--- config.mk ---
export PLATFORM = sky130hd
export DESIGN_NAME = operand_sequencer
export DESIGN_NICKNAME = d
export VERILOG_FILES = /design/src/rtl/operand_sequencer.sv
export SDC_FILE = /design/constraint.sdc
export NUM_CORES = 1
export LEC_CHECK = 0
export CORE_UTILIZATION = 30
export DETAILED_ROUTE_END_ITERATION = 8
export PLACE_DENSITY = 0.53
export SLEW_MARGIN = 25
export SYNTH_ARGS = -nofsm -noshare
export SYNTH_HDL_FRONTEND = slang
export SYNTH_SLANG_ARGS = --single-unit
--- constraint.sdc ---
create_clock -name clk -period 1.46 [get_ports clk]
set_input_delay 0.438 -clock clk [delete_from_list [all_inputs] [get_ports clk]]
set_output_delay 0.438 -clock clk [all_outputs]
set_load 0.05 [all_outputs]
--- src/rtl/operand_sequencer.sv ---
// rtl/operand_sequencer.sv - operand entry sequencer feeding the sign-magnitude add/subtract unit

// button_conditioner: 2-flop synchronizer, counter debounce and rising-edge strobe.
//   clk, rst_n : clock and synchronous active-low reset
//   raw        : asynchronous active-high button level
//   pulse      : one-cycle strobe on each accepted press
module button_conditioner #(
    parameter int DEBOUNCE_CYCLES = 4
) (
    input  logic clk,
    input  logic rst_n,
    input  logic raw,
    output logic pulse
);

    localparam logic [15:0] DB_LIMIT = 16'(DEBOUNCE_CYCLES);

    logic        sync_1;
    logic        sync_2;
    logic        level;
    logic        level_prev;
    logic [15:0] count;

    always_ff @(posedge clk) begin
        if (!rst_n) begin
            sync_1 <= 1'b0;
            sync_2 <= 1'b0;
        end else begin
            sync_1 <= raw;
            sync_2 <= sync_1;
        end
    end

    // The counter first reaches the limit after DEBOUNCE_CYCLES disagreeing
    // cycles; the level flips on the following edge, so a pulse must outlast
    // DEBOUNCE_CYCLES synchronized cycles to be accepted.
    always_ff @(posedge clk) begin
        if (!rst_n) begin
            level <= 1'b0;
            count <= 16'd0;
        end else if (sync_2 == level) begin
            count <= 16'd0;
        end else if (count == DB_LIMIT) begin
            level <= sync_2;
            count <= 16'd0;
        end else begin
            count <= count + 16'd1;
        end
    end

    always_ff @(posedge clk) begin
        if (!rst_n) begin
            level_prev <= 1'b0;
        end else begin
            level_prev <= level;
        end
    end

    assign pulse = level & ~level_prev;

endmodule

// operand_sequencer: captures A, B and the operation over successive ENTER presses.
//   sw, op_sub_sw           : quasi-static switches, sampled only on capture edges
//   enter_btn, clear_btn    : raw push-buttons
//   num1, num2, selection   : registered operand set
//   operands_valid          : high while in S_RUN
//   state_dbg               : current state encoding
module operand_sequencer #(
    parameter int DEBOUNCE_CYCLES = 4
) (
    input  logic       clk,
    input  logic       rst_n,
    input  logic [2:0] sw,
    input  logic       op_sub_sw,
    input  logic       enter_btn,
    input  logic       clear_btn,
    output logic [2:0] num1,
    output logic [2:0] num2,
    output logic       selection,
    output logic       operands_valid,
    output logic [1:0] state_dbg
);

    typedef enum logic [1:0] {
        S_A   = 2'b00,
        S_B   = 2'b01,
        S_OP  = 2'b10,
        S_RUN = 2'b11
    } state_t;

    state_t     state_q;
    state_t     state_d;
    logic [2:0] num1_d;
    logic [2:0] num2_d;
    logic       selection_d;
    logic       valid_d;
    logic [2:0] sw_norm;
    logic       enter_pulse;
    logic       clear_pulse;

    button_conditioner #(.DEBOUNCE_CYCLES(DEBOUNCE_CYCLES)) u_enter (
        .clk   (clk),
        .rst_n (rst_n),
        .raw   (enter_btn),
        .pulse (enter_pulse)
    );

    button_conditioner #(.DEBOUNCE_CYCLES(DEBOUNCE_CYCLES)) u_clear (
        .clk   (clk),
        .rst_n (rst_n),
        .raw   (clear_btn),
        .pulse (clear_pulse)
    );

    // Zero magnitude is always stored as +0 so the adder never sees -0.
    assign sw_norm = (sw[1:0] == 2'b00) ? 3'b000 : sw;

    always_comb begin
        state_d     = state_q;
        num1_d      = num1;
        num2_d      = num2;
        selection_d = selection;
        valid_d     = operands_valid;
        if (clear_pulse) begin
            // Clear has priority; a coincident enter is dropped.
            state_d     = S_A;
            num1_d      = 3'b000;
            num2_d      = 3'b000;
            selection_d = 1'b0;
            valid_d     = 1'b0;
        end else if (enter_pulse) begin
            case (state_q)
                S_A: begin
                    num1_d  = sw_norm;
                    state_d = S_B;
                end
                S_B: begin
                    num2_d  = sw_norm;
                    state_d = S_OP;
                end
                S_OP: begin
                    selection_d = op_sub_sw;
                    valid_d     = 1'b1;
                    state_d     = S_RUN;
                end
                S_RUN: begin
                    valid_d = 1'b0;
                    state_d = S_A;
                end
                default: begin
                    valid_d = 1'b0;
                    state_d = S_A;
                end
            endcase
        end
    end

    always_ff @(posedge clk) begin
        if (!rst_n) begin
            state_q        <= S_A;
            num1           <= 3'b000;
            num2           <= 3'b000;
            selection      <= 1'b0;
            operands_valid <= 1'b0;
        end else begin
            state_q        <= state_d;
            num1           <= num1_d;
            num2           <= num2_d;
            selection      <= selection_d;
            operands_valid <= valid_d;
        end
    end

    assign state_dbg = state_q;

endmodule

Yosys cells after proc, flatten, opt, wreduce, memory -nomap -nowiden:

Index checks and enable logic that the tools add are counted.

* register bits: 50
* latch bits: 0
* bits in writable memories: 0
* bits in read-only memories: 0
* bits of input ports: 8
* memories kept: 0

* add/sub/neg operators: 2
* $mul: 0
* div/mod/pow operators: 0
* $lt $le $gt $ge: 0
* eq/ne operators: 7
* shifts and indexed selects: 0
* mux-type cells: 3
* bitwise gates (word level): 7
* reductions and logical operators: 12

Operators by type and width (number)
* adder 16 x 1 -> 16 bit, second input constant: 2
* == test 16 x 3 -> 1 bit, second input constant: 2
* AND reduction 2 bit: 6
* case mux 2 bit (4 select lines): 1
* OR reduction 3 bit: 2
* inverter 1 bit: 5
* == test 2 bit, second input constant: 2
* zero test 2 bit: 2
* 2-to-1 mux 3 bit: 1
* AND 1 bit: 2
* == test 1 bit: 2
* == test 2 x 1 -> 1 bit, second input constant: 1
* case mux 1 bit (2 select lines): 1
* nonzero test 2 bit: 1
* OR reduction 2 bit: 1

Depth between registers and ports, before layout:

* depth in word-level cells: 3
* mapped depth: 7
* gate-level depth less buffers: 6

Modules after synthesis:

From an unflattened synthesis, not the netlist that was laid out.

* cell total of the unflattened synthesis: 245
* area, all modules: 2294.7 um2

By module, submodules not included
* button_conditioner: instances 2, cells each 98, area each 893.4 um2
* operand_sequencer: instances 1, cells each 49, area each 508.0 um2

Worst setup path before layout:

Ideal clock, no wire load.

* path type: reg-to-reg
* start point: reg state_q[0], in the netlist state_dbg[0]
* end point: reg num1[0]
* library setup time: 137 ps
* arrival time: 1439 ps
* required time: 1323 ps
* path slack: -116 ps
* stages on the path, launching flop included: 6
* buffers on the path: 0
* cells stage by stage: dfxtp_1 -> inv_1 -> ha_1 -> nand3b_1 -> mux2i_1 -> nor2_1

* longest elaborated chain between the ends: 2

RTL lines
* start: declaration: RTL line 92 `state_t state_q;`
* start signal: assignment: RTL line 167 `state_q <= state_d;`
* zero test 2 bit: RTL line 133 `case (state_q)`
* AND reduction 2 bit (no line)
* end signal: assignment: RTL line 168 `num1 <= num1_d;`
* end: declaration: RTL line 78 `output logic [2:0] num1,`

No other way between the ends.
A chain may end at the register's enable or synchronous reset.

Worst setup path in the final report:

* start point: reg u_clear.count[1]
* end point: reg u_clear.count[9]

* longest elaborated chain between the ends: 2
* elaborated cells on any way between the ends: 3

RTL lines
* start: declaration: RTL line 22 `logic [15:0] count;`
* start signal: assignment: RTL line 47 `count <= count + 16'd1;`
* branches (longest 2 deep; another with adder 16 x 1 -> 16 bit)

Parallel ways; which one is timed is not known.

==> flow_metrics.py <==
metrics = {
    "outcome": {
        "status": "completed",
    },
    "routing": {
        "first_iter_violations": 60,
        "viasPerCell": 4.47,
        "antenna_left": 0,
        "num_vias": 1733,
        "post-route-drc-count": 0,
        "drt_wl_total_um": 4420,
        "drt_first_pass_iters": 4,
        "routedWlPerCell_um": 11.4,
    },
    "logic_synthesis": {
        "async_flop_share": 0,
        "postSynthCellCount": 239,
        "netlist_area_um2": 2290,
        "yosys.area.top_type": "dfxtp_1",
        "ys_seq_area_frac": 0.438,
        "synth_warnings": 0,
        "synth_top_flop_cell": "dfxtp_1",
        "yosysTopAreaCellShare": 0.438,
        "synthDistinctLibCells": 31,
        "syn_nets": 256,
        "synthTopCellsByArea": "dfxtp_1 (44%), xnor2_1 (9.2%), nor2_1 (5.9%)",
        "avgSynthCellArea_um2": 9.57,
        "ys_ff_latch": 50,
        "synth_edf_count": 0,
    },
    "power": {
        "p_switching_mw": 0.525,
        "p_seq_frac": 0.559,
        "intPower_mw": 1.93,
        "swShare": 0.214,
        "ir_drop_uv": 483,
        "leakagePower_nw": 1.19,
        "powerDensity_nw_per_um2": 782,
        "power_frac_comb": 0.032,
        "p_total_mw": 2.45,
        "clock_power_share": 0.409,
    },
    "sta": {
        "hold_violations": 0,
        "period_share": 0.977,
        "rsz0062_at_grt": "yes",
        "fmax_ghz": 0.701,
        "fin_ws_ns": 0.0330,
        "worst_pin_slew_ns": 0.275,
        "layout_min_cycle_time_ns": 1.43,
        "slew_headroom": 0.816,
        "fin_worst_skew_ns": 0.00864,
        "report.final.slew_viol_count": 0,
        "setup_viol": 0,
    },
    "cells_and_area": {
        "antenna_cells": 0,
        "area_growth_pct": 37.3,
        "finish.net_count": 305,
        "drive_gt1_frac": 0.339,
        "fillers": 753,
        "finalInstanceArea_um2": 3140,
    },
    "clock_network": {
        "cts_buffers": 5,
        "insertion_delay_ns": 0.32,
        "cts_buffer_depth": 2,
        "ctsRootBufferMaster": "clkbuf_8",
        "cts-htree-levels": 2,
        "cts_tree": "built",
        "clock-sinks": 50,
        "clk_pin_slew_ns": 0.10,
    },
    "worst_setup_path": {
        "path_class": "register to register",
        "path_delay_family": "simple AND/OR/NAND/NOR gates",
        "cp-end-kind": "register",
        "worstPathRequired_ns": 1.68,
        "critPathMaxStageDelay_ns": 0.34,
        "crit_fanout": 8,
        "start_kind": "register",
        "cp_cell_sequence": "inv_2, ha_4, nor4b_4, nand4_1, nand3_2, clkbuf_16, nor2_2",
        "cp.buffers_inverters": 2,
        "arrival_ns": 1.65,
        "crit_slowest_cell": "dfxtp_2",
    },
    "global_routing": {
        "antenna_found_initial": 0,
        "grt.overflow.total": 0,
        "grt_pass1_wl_um": 7250,
        "grt_usage": 0.120,
        "grt_pass1_vias": 1610,
        "grt_start_max_net_pins": 17,
    },
    "floorplanning": {
        "design.die.area_um2": 7980,
        "start_util": 0.314,
        "die_y_um": 89.3,
        "io_pins": 18,
        "die_x_um": 89.3,
        "std_cell_rows": 31,
        "core-area_um2": 7290,
    },
    "place": {
        "placed_area_um2": 2900,
        "dp_slack_ns": -0.193,
        "port_buffers": 17,
        "gp_congestion": 0.720,
        "hpwl_um": 3010,
    },
    "worst_hold_path": {
        "hold_path_class": "register to register",
    },
    "job": {
        "drv_cap": 0,
    },
}
==> final timing paths <==
check	end	cells after the start	slack, ns	start
worst max-delay path	u_clear.count[9]	7	0.03	u_clear.count[1]
worst min-delay path	u_clear.sync_2	1	0.44	u_clear.sync_1
worst max register to register	u_clear.count[9]	7	0.03	u_clear.count[1]
worst min register to register	u_clear.sync_2	1	0.44	u_clear.sync_1
==> sequential cells by signal, summed over array words and instances (netlist names), 2 cells and up <==
| signal | flops |
|---|---|
| state_dbg | 2 |
| u_clear.count | 16 |
| num1 | 3 |
| u_enter.count | 16 |
| num2 | 3 |
==> layer usage <==
metal  vias to the layer above  global-route usage  wire (um)
met2                        24               0.188       2180
met1                       801               0.154       2010
met5                         -                   0          0
met4                         0              0.0606         91
li1                        900                   -          -
met3                         8              0.0277        136
==> layout by cell type (no fill, tap or decap), drive strengths merged, types with 5 or more instances in the layout <==
| cell type | n |
|---|---|
| ha | 9 |
| nand2 | 10 |
| nor3 | 9 |
| nand3 | 13 |
| and2 | 6 |
| dfxtp | 50 |
| buf | 39 |
| clkbuf | 6 |
| a21oi | 5 |
| mux2i | 6 |
| nor2 | 50 |
| nor4 | 11 |
| inv | 14 |
| clkdlybuf4s50 | 7 |
| xnor2 | 24 |
| xor2 | 6 |
| nand4 | 9 |
==> power groups by stage <==
stage	Combinational, mW	Clock (mW)	Sequential, mW
after floorplan	0.0270	0	1.40
final	0.0785	1.00	1.37
after CTS	0.0727	1.05	1.37
after detailed placement	0.0716	0	1.40
after global routing	0.0859	1.10	1.37
after global placement	0.0709	0	1.40
==> cell type report <==
| class | instances | area, um2 | area share |
|---|---|---|---|
| Clock buffer | 5 | 68.8 | 0.0219 |
| Clock inverter | 3 | 43.8 | 0.0139 |
| Inverter | 13 | 48.8 | 0.0155 |
| Multi-Input combinational cell | 171 | 1310 | 0.416 |
| Sequential cell | 50 | 1010 | 0.321 |
| Tap cell | 99 | 124 | 0.0395 |
| Timing Repair Buffer | 47 | 538 | 0.171 |
==> synthesized netlist by cell type (2+ instances only) <==
library cell and instances:
nor4b_1 3, inv_1 13, xnor2_1 24, nand4_1 4
nor4_2 7, buf_2 2, and2_1 6, nand4_4 2
nand4_2 2, xor2_1 6, a21oi_1 5, a211oi_1 2
nor3_1 9, clkbuf_1 2, nand2_1 10, nand3b_1 2
nor2b_1 3, nor4_1 3, ha_1 9, nor2_1 36
mux2i_1 6, nand3_2 4, nor2_2 14, nand3_1 9
dfxtp_1 50
==> logic make-up after synthesis <==
logic type      Yosys count  share of synthesized area
simple gates            116                      0.313
flops                    50                      0.438
xor+xnor                 30                      0.115
buf+inv                  19                     0.0372
compound gates            9                     0.0219
fa+ha+maj                 9                     0.0492
mux                       6                     0.0263
==> worst reg2reg max path, stage by stage, from the launching register on <==
cell and delay (ns):
dfxtp_2 0.34, inv_2 0.07, ha_4 0.13, nor4b_4 0.21
nand4_1 0.19, nand3_2 0.18, clkbuf_16 0.18, nor2_2 0.04
==> through the flow <==
step,hold slack [ns],setup TNS (ns),instances,utilization
finish,0.443,0,388,0.431
global route,0.461,-0.278,388,0.431
CTS,0.449,0,387,0.415
detailed placement,0.424,-3.95,379,0.397
global placement,0.415,-3.36,379,0.397
floorplan,0.412,0,239,-
==> repair_timing <==
action                     CTS  global route
pin swaps                    0             7
gates resized for setup      2            21
gates cloned                 0             2
setup buffers                0             0
setup endpoints to repair   34            27
hold buffers                 0             0
Note: power is estimated with default switching activity, not from simulation.
